### src/rtl/full_adder_bist_pkg.sv
// Shared definitions for the full-adder built-in self-test controller.
// Holds the FSM encoding and the sizing constants used by the controller.
package full_adder_bist_pkg;

  typedef enum logic [1:0] {
    IDLE  = 2'd0,
    APPLY = 2'd1,
    CHECK = 2'd2,
    DONE  = 2'd3
  } state_t;

  localparam int NUM_VECTORS = 8;
  localparam int VEC_W       = 3;
  localparam int ERR_W       = 4;
  localparam int SETTLE_W    = 4;

endpackage

### src/rtl/full_adder_bist_ref.sv
// Golden full-adder model used by the BIST controller to judge the device
// under test; purely combinational.
module full_adder_bist_ref (
  input  logic a,
  input  logic b,
  input  logic c,
  output logic exp_out,
  output logic exp_cy
);

  assign exp_out = a ^ b ^ c;
  assign exp_cy  = (a & b) | (a & c) | (b & c);

endmodule

### src/rtl/full_adder_bist.sv
// Exhaustive BIST controller for an external full adder: walks all eight
// input vectors, compares against the golden model and reports the result.
module full_adder_bist
  import full_adder_bist_pkg::*;
#(
  parameter int SETTLE = 1
) (
  input  logic             clk,
  input  logic             rst,
  input  logic             start,
  output logic             dut_A,
  output logic             dut_B,
  output logic             dut_C,
  input  logic             dut_out,
  input  logic             dut_cy,
  output logic             busy,
  output logic             done,
  output logic             pass,
  output logic [ERR_W-1:0] err_count,
  output logic             fail_valid,
  output logic [VEC_W-1:0] first_fail_vec
);

  localparam logic [SETTLE_W-1:0] SETTLE_LAST = SETTLE_W'(SETTLE - 1);
  localparam logic [VEC_W-1:0]    LAST_VEC    = VEC_W'(NUM_VECTORS - 1);

  state_t              state_q, state_d;
  logic [VEC_W-1:0]    vec_q, vec_d;
  logic [SETTLE_W-1:0] settle_q, settle_d;
  logic [ERR_W-1:0]    err_q, err_d;
  logic                fail_valid_q, fail_valid_d;
  logic [VEC_W-1:0]    first_fail_q, first_fail_d;
  logic [VEC_W-1:0]    drive_q, drive_d;

  logic exp_out, exp_cy;
  logic mismatch;

  full_adder_bist_ref u_ref (
    .a       (vec_q[0]),
    .b       (vec_q[1]),
    .c       (vec_q[2]),
    .exp_out (exp_out),
    .exp_cy  (exp_cy)
  );

  // Both bits wrong still counts as a single failing vector.
  assign mismatch = (dut_out != exp_out) || (dut_cy != exp_cy);

  always_comb begin
    // NOTE: every signal gets its hold value first so no path infers a latch.
    state_d      = state_q;
    vec_d        = vec_q;
    settle_d     = settle_q;
    err_d        = err_q;
    fail_valid_d = fail_valid_q;
    first_fail_d = first_fail_q;

    case (state_q)
      IDLE, DONE: begin
        if (start) begin
          state_d      = APPLY;
          vec_d        = '0;
          settle_d     = '0;
          err_d        = '0;
          fail_valid_d = 1'b0;
          first_fail_d = '0;
        end
      end
      APPLY: begin
        if (settle_q == SETTLE_LAST) begin
          state_d  = CHECK;
          settle_d = '0;
        end else begin
          settle_d = settle_q + 1'b1;
        end
      end
      CHECK: begin
        if (mismatch) begin
          err_d = err_q + 1'b1;
          if (!fail_valid_q) begin
            fail_valid_d = 1'b1;
            first_fail_d = vec_q;
          end
        end
        if (vec_q == LAST_VEC) begin
          state_d = DONE;
        end else begin
          vec_d   = vec_q + 1'b1;
          state_d = APPLY;
        end
      end
      default: state_d = IDLE;
    endcase

    // Stimulus follows the vector only while a run is active.
    drive_d = ((state_d == APPLY) || (state_d == CHECK)) ? vec_d : '0;
  end

  // NOTE: state uses non-blocking assignments so every register samples pre-edge values.
  always_ff @(posedge clk) begin
    if (rst) begin
      state_q      <= IDLE;
      vec_q        <= '0;
      settle_q     <= '0;
      err_q        <= '0;
      fail_valid_q <= 1'b0;
      first_fail_q <= '0;
      drive_q      <= '0;
    end else begin
      state_q      <= state_d;
      vec_q        <= vec_d;
      settle_q     <= settle_d;
      err_q        <= err_d;
      fail_valid_q <= fail_valid_d;
      first_fail_q <= first_fail_d;
      drive_q      <= drive_d;
    end
  end

  assign dut_A          = drive_q[0];
  assign dut_B          = drive_q[1];
  assign dut_C          = drive_q[2];
  assign busy           = (state_q == APPLY) || (state_q == CHECK);
  assign done           = (state_q == DONE);
  assign pass           = done && (err_q == '0);
  assign err_count      = err_q;
  assign fail_valid     = fail_valid_q;
  assign first_fail_vec = first_fail_q;

endmodule

### config.mk
export PLATFORM = sky130hd
export DESIGN_NAME = full_adder_bist
export DESIGN_NICKNAME = d
export VERILOG_FILES = /design/src/rtl/full_adder_bist_pkg.sv /design/src/rtl/full_adder_bist_ref.sv /design/src/rtl/full_adder_bist.sv
export SDC_FILE = /design/constraint.sdc
export NUM_CORES = 1
export LEC_CHECK = 0
export CORE_UTILIZATION = 51
export DETAILED_ROUTE_END_ITERATION = 12
export GPL_ROUTABILITY_DRIVEN = 0
export PLACE_DENSITY = 0.81
export SYNTH_ARGS = -nofsm -noshare
export SYNTH_HDL_FRONTEND = slang
export SYNTH_SLANG_ARGS = --single-unit
### constraint.sdc
create_clock -name clk -period 2.6 [get_ports clk]
set_clock_uncertainty 0.1 [all_clocks]
set_input_delay 0.78 -clock clk [delete_from_list [all_inputs] [get_ports clk]]
set_output_delay 0.78 -clock clk [all_outputs]
set_load 0.005 [all_outputs]
## Yosys cells after proc, flatten, opt, wreduce, memory -nomap -nowiden

Cells that the tools add are included.

| storage, ports and cells | value |
|---|---|
| word-level logic and storage cells | 62 |
| bits in registers | 20 |
| output and inout bits | 14 |
| bits of input ports | 5 |

| operators by class | value |
|---|---|
| bitwise gates (word level) | 8 |
| $add $sub $neg | 3 |
| reduce and logical (&&, ||, !) cells | 14 |
| mux-type cells | 19 |
| equal/unequal tests | 11 |

Operator list:

| kind | count |
|---|---|
| 4-bit one-hot mux with 2 select lines | 2 |
| 3-bit 2-to-1 mux | 5 |
| 4-bit 2-to-1 mux | 3 |
| 3-bit one-hot mux with 2 select lines | 2 |
| 4-bit by 1-bit adder with 4-bit output, second input constant | 2 |
| 4-bit logical NOT | 2 |
| 2-bit equality test, second input constant | 3 |
| 2-bit 2-to-1 mux | 3 |
| 2-bit inequality test, second input constant | 3 |
| 2-bit one-hot mux with 3 select lines | 1 |
| 2-bit by 1-bit equality test with 1-bit output, second input constant | 2 |
| 4-bit AND reduction | 1 |
| 2-bit nonzero test | 2 |
| 2-bit OR reduction | 2 |
| 3-bit by 1-bit adder with 3-bit output, second input constant | 1 |
| 1-bit AND | 3 |
| 3-bit equality test, second input constant | 1 |
| 1-bit logical OR | 3 |
| 3-bit AND reduction | 1 |
| 2-bit logical NOT | 1 |
| 1-bit 2-to-1 mux | 2 |
| 1-bit inequality test | 2 |
| 1-bit OR | 2 |
| 1-bit one-hot mux with 2 select lines | 1 |
| 4 further kinds | 5 |

## Logic depth before layout (Yosys ltp)

| depth | value |
|---|---|
| depth after elaboration | 7 |
| mapped depth | 7 |
| gate-level depth less buffers | 6 |

## By module

Synthesis repeated with hierarchy kept, for this count alone.

| second synthesis, totals | value |
|---|---|
| cells, all modules | 142 |
| area total of the unflattened synthesis | 1222.4 µm² |

Modules (own cells, without submodules):

| module | seq. area each (µm²) | area an instance (µm²) | cells each | instances |
|---|---|---|---|---|
| full_adder_bist | 400.4 | 1202.4 | 141 | 1 |
| full_adder_bist_ref | 0.0 | 20.0 | 1 | 1 |

## Worst setup path after synthesis

Ideal clock, no wire load.

| path | value |
|---|---|
| path kind | reg2reg |
| start point | register vec_q[2] |
| end point | register err_q[3], in the netlist err_count[3] |
| slack | 0.564 ns |
| clock period less this slack | 2.036 ns |
| data arrival time | 1.862 ns |
| setup time | 0.074 ns |
| path buffers | 0 |
| required time | 2.426 ns |
| cell stages (with the launch flop) | 6 |
| cell sequence | dfxtp_1 fa_1 xor2_1 o31ai_4 or4_1 a31oi_1 |

| between the ends | value |
|---|---|
| word-level cells in the longest chain between the ends | 7 |
| elaborated cells between the ends (all ways) | 10 |
| classes of those cells | eq/ne (3); bitwise (5); reduce/logical (2) |

RTL lines:

| what | line | RTL |
|---|---|---|
| from (decl) | full_adder_bist.sv:28 | `logic [VEC_W-1:0] vec_q, vec_d;` |
| from (signal assigned) | full_adder_bist.sv:111 | `vec_q <= vec_d;` |
| 1-bit AND | full_adder_bist_ref.sv:12 | `assign exp_cy = (a & b) \| (a & c) \| (b & c);` |
| 1-bit OR (2 in a row) | full_adder_bist_ref.sv:12 |  |
| 1-bit inequality test | full_adder_bist.sv:47 | `assign mismatch = (dut_out != exp_out) \|\| (dut_cy != exp_cy);` |
| 1-bit logical OR (*) | full_adder_bist.sv:47 |  |
| 2-bit inequality test (no line) (*) | -- |  |
| 3-bit AND reduction (no line) (*) | -- |  |
| to (signal assigned) | full_adder_bist.sv:113 | `err_q <= err_d;` |
| to (decl) | full_adder_bist.sv:30 | `logic [ERR_W-1:0] err_q, err_d;` |

Every way passes the cells marked *; elsewhere a longest branch is shown, timed or not.
A chain may end at the register's enable or synchronous reset.

## Final worst setup path

| path | value |
|---|---|
| start point | register state_q[1] |
| end point | output port pass |

| between the ends | value |
|---|---|
| word-level cells in the longest chain between the ends | 2 |

RTL lines:

| what | line | RTL |
|---|---|---|
| from (decl) | full_adder_bist.sv:27 | `state_t state_q, state_d;` |
| from (signal assigned) | full_adder_bist.sv:110 | `state_q <= state_d;` |
| 2-bit equality test | full_adder_bist.sv:124 | `assign done = (state_q == DONE);` |
| 1-bit logical AND | full_adder_bist.sv:125 | `assign pass = done && (err_q == '0);` |
| to (decl) | full_adder_bist.sv:18 | `output logic pass,` |

Every way passes these cells.

==> results.cfg <==
[status]
status = complete, no violations

[hold_path]
min_to = first_fail_vec[2]
min_from = first_fail_vec[2]
min_path_cells = 2
min_path_type = flip-flop to flip-flop

[detailed_routing]
wl_um = 2310
detail-route-antenna-nets = 0
drt_first_pass_iters = 4
viasPerCell = 5.75
first_iter_violations = 18
post-route-drc-count = 0
routedWlPerCell_um = 13.4
num_vias = 995

[grt]
grt_util_all_layers_pct = 20.8
antenna_found_initial = 0
grt_max_degree = 17
grt_pass1_wl_um = 3850
overflow = 0
grt_pass1_vias = 888

[critical_path]
reg2reg_depth = 5
slowest_delay_ps = 520
r2r-end = err_count[3]
crit_slowest_cell = clkdlybuf4s50_1
crit_chain = ha_1 > nand2_1 > nor3_1 > clkdlybuf4s50_1
cp-start-kind = flip-flop
r2r_start = vec_q[2]
timing_worst_setup_path_type = flip-flop to primary output
required_ps = 1720
critPathArrivalTime_ps = 1640
crit_path_max_fanout = 4
worstSetupEndpointType = primary output
reg2reg_slack_ps = 490

[timing]
min_period_ps = 2520
fin_setup_tns_ps = 0
whs_ps = 390
drv_slew = 0
tightestPinTransition_ps = 337
slew_headroom_pct = 77.4
fin_crit_sh_pct = 96.8
setup_viol = 0
max_freq_ghz = 0.397
hold_viol_final = 0
rsz0062_at_grt = no

[final_layout]
drive_above_1_share_pct = 11.0
antenna_cells = 0
multi_input_area_um2 = 664
nFillCells = 168
nNetsFinal = 161
seq_area_um2 = 402
finalInstanceArea_um2 = 1370
syn_to_final_growth_pct = 22.7

[synth]
ys_seq_elements = 20
yosysWarnings = 0
synth_nets = 140
syn_inst = 126
avgSynthCellArea_um2 = 8.83
ys_types = 39
ys_seq_area_share_pct = 36.0
synth_area_um2 = 1110

[floorplanning]
dieHeight_um = 48.7
row_count = 16
fp.coreArea_um2 = 2000
initial_core_util_pct = 55.6
die_area_um2 = 2370
die_w_um = 48.7
io_pins = 19

[placed_design]
port_buffers = 18
hpwlAfterDp_um = 1670
dpl_cell_area_um2 = 1330

[clock_network]
post_cts_buffers = 0
cts_tree = built
clock-sinks = 20
cts_buffer_depth = 2
cts_buffers = 3
clkLatencyLatePin_ps = 310
cts-htree-levels = 1
path_clk_slew_ps = 110
root_buffer = clkbuf_4

[run]
maxCapViolCount = 0

[power]
irDropWorstVdd_mv = 0.456
p_per_area_nw_per_um2 = 687
power_leakage_uw = 0.000499
-- cell families (layout without fill, tap and decap cells) --
logic type | after synthesis | after routing | share of synthesized area [%]
simple gates | 47 | 47 | 24.2
compound gates | 34 | 34 | 20.9
flops | 20 | 20 | 36.0
buf+inv | 13 | 33 | 4.50
fa+ha+maj | 9 | 9 | 10.8
xor+xnor | 2 | 2 | 2.25
mux | 1 | 1 | 1.35
-- metal layers --
layer / track usage, % / wire [um]
met5: 0 / 0
met1: 24.9 / 1050
met2: 36.1 / 1130
met3: 4.09 / 97
met4: 8.82 / 34
-- sequential cells by signal, indices dropped and copies added, names as in the netlist --
register	cells
err_count	4
settle_q	4
state_q	2
drive_q	3
fail_valid	1
vec_q	3
first_fail_vec	3
-- synthesized netlist by cell type, drive strengths merged --
library cell / instances / area share (%)
nand2: 15 / 5.1
xor2: 2 / 2.3
nor2b: 1 / 0.56
nor3b: 1 / 1.1
nand3b: 1 / 0.68
nand3: 5 / 2.2
and2b: 1 / 0.79
nor2: 4 / 1.3
inv: 9 / 3.0
buf: 1 / 0.45
or2: 1 / 0.56
or4: 2 / 1.3
o21a: 2 / 1.3
o21ai: 7 / 3.1
a211o: 1 / 0.79
dfxtp: 20 / 36
nand4: 1 / 0.56
a21boi: 3 / 2.0
mux2: 1 / 1.3
o211ai: 1 / 0.68
or3: 1 / 0.56
a21oi: 9 / 4.0
ha: 8 / 9.0
or3b: 1 / 0.79
and2: 1 / 0.56
nor3: 3 / 1.3
a32oi: 1 / 0.79
o31a: 1 / 0.79
o31ai: 4 / 3.9
a31oi: 4 / 2.2
a211oi: 1 / 1.1
clkbuf: 3 / 1.0
and3: 2 / 1.1
nand4b: 5 / 3.9
fa: 1 / 1.8
or4b: 1 / 0.90
or2b: 1 / 0.68
-- critical path: cells and delay by family, from the launching register on --
family / cells / cell delay (ps)
fa+ha+maj: 1 / 220
flops: 1 / 400
simple gates: 2 / 180
buf+inv: 1 / 520
-- worst max-delay path by stage --
stage,start,end,slack [ps],depth (start not counted)
after floorplan,vec_q[2],err_count[3],560,5
after global placement,start,settle_q[2],210,5
after detailed placement,dut_out,err_count[3],160,5
after CTS,state_q[0],busy,70,4
after global routing,state_q[1],pass,10,4
final,state_q[1],pass,80,4
-- layout by cell type (no fill, tap or decap), types with 2 or more instances in the layout --
cell,count
inv_1,9
clkdlybuf4s50_1,18
ha_1,7
o31ai_1,3
and3_1,2
or4_1,2
o21ai_0,7
clkbuf_4,3
nand4b_1,5
a21oi_1,9
nor3_1,3
a31oi_1,4
o21a_1,2
nand3_1,5
nand2_1,15
dfxtp_1,19
nor2_1,4
buf_4,2
a21boi_0,3
-- final cells by class --
| type | count | area share (%) |
|---|---|---|
| clock buffers | 4 | 2.66 |
| inverters | 9 | 2.47 |
| multi-input cells | 93 | 48.7 |
| flip-flops and latches | 20 | 29.4 |
| well taps | 27 | 2.47 |
| repair buffers | 20 | 14.3 |
-- repair_timing --
item	CTS	global route
gates resized for setup	1	1
hold buffers	0	0
endpoints found under the setup margin	1	1
-- stage by stage --
step,std cells,utilization [%],total power [uW],worst slack [ps]
5_1_grt,173,68.2,1000,11.5
3_5_place_dp,169,66.2,748,161
4_1_cts,173,68.1,940,68.3
6_report,173,68.2,938,82.7
3_3_place_gp,169,66.2,741,205
2_1_floorplan,126,-,629,564
-- where the power goes --
group / switching, uW / internal (uW) / total (uW)
Clock: 97.7 / 85.6 / 183
Combinational: 227 / 171 / 398
Sequential: 24.5 / 331 / 356
Total: 349 / 588 / 938
(Power assumes the default switching activity.)
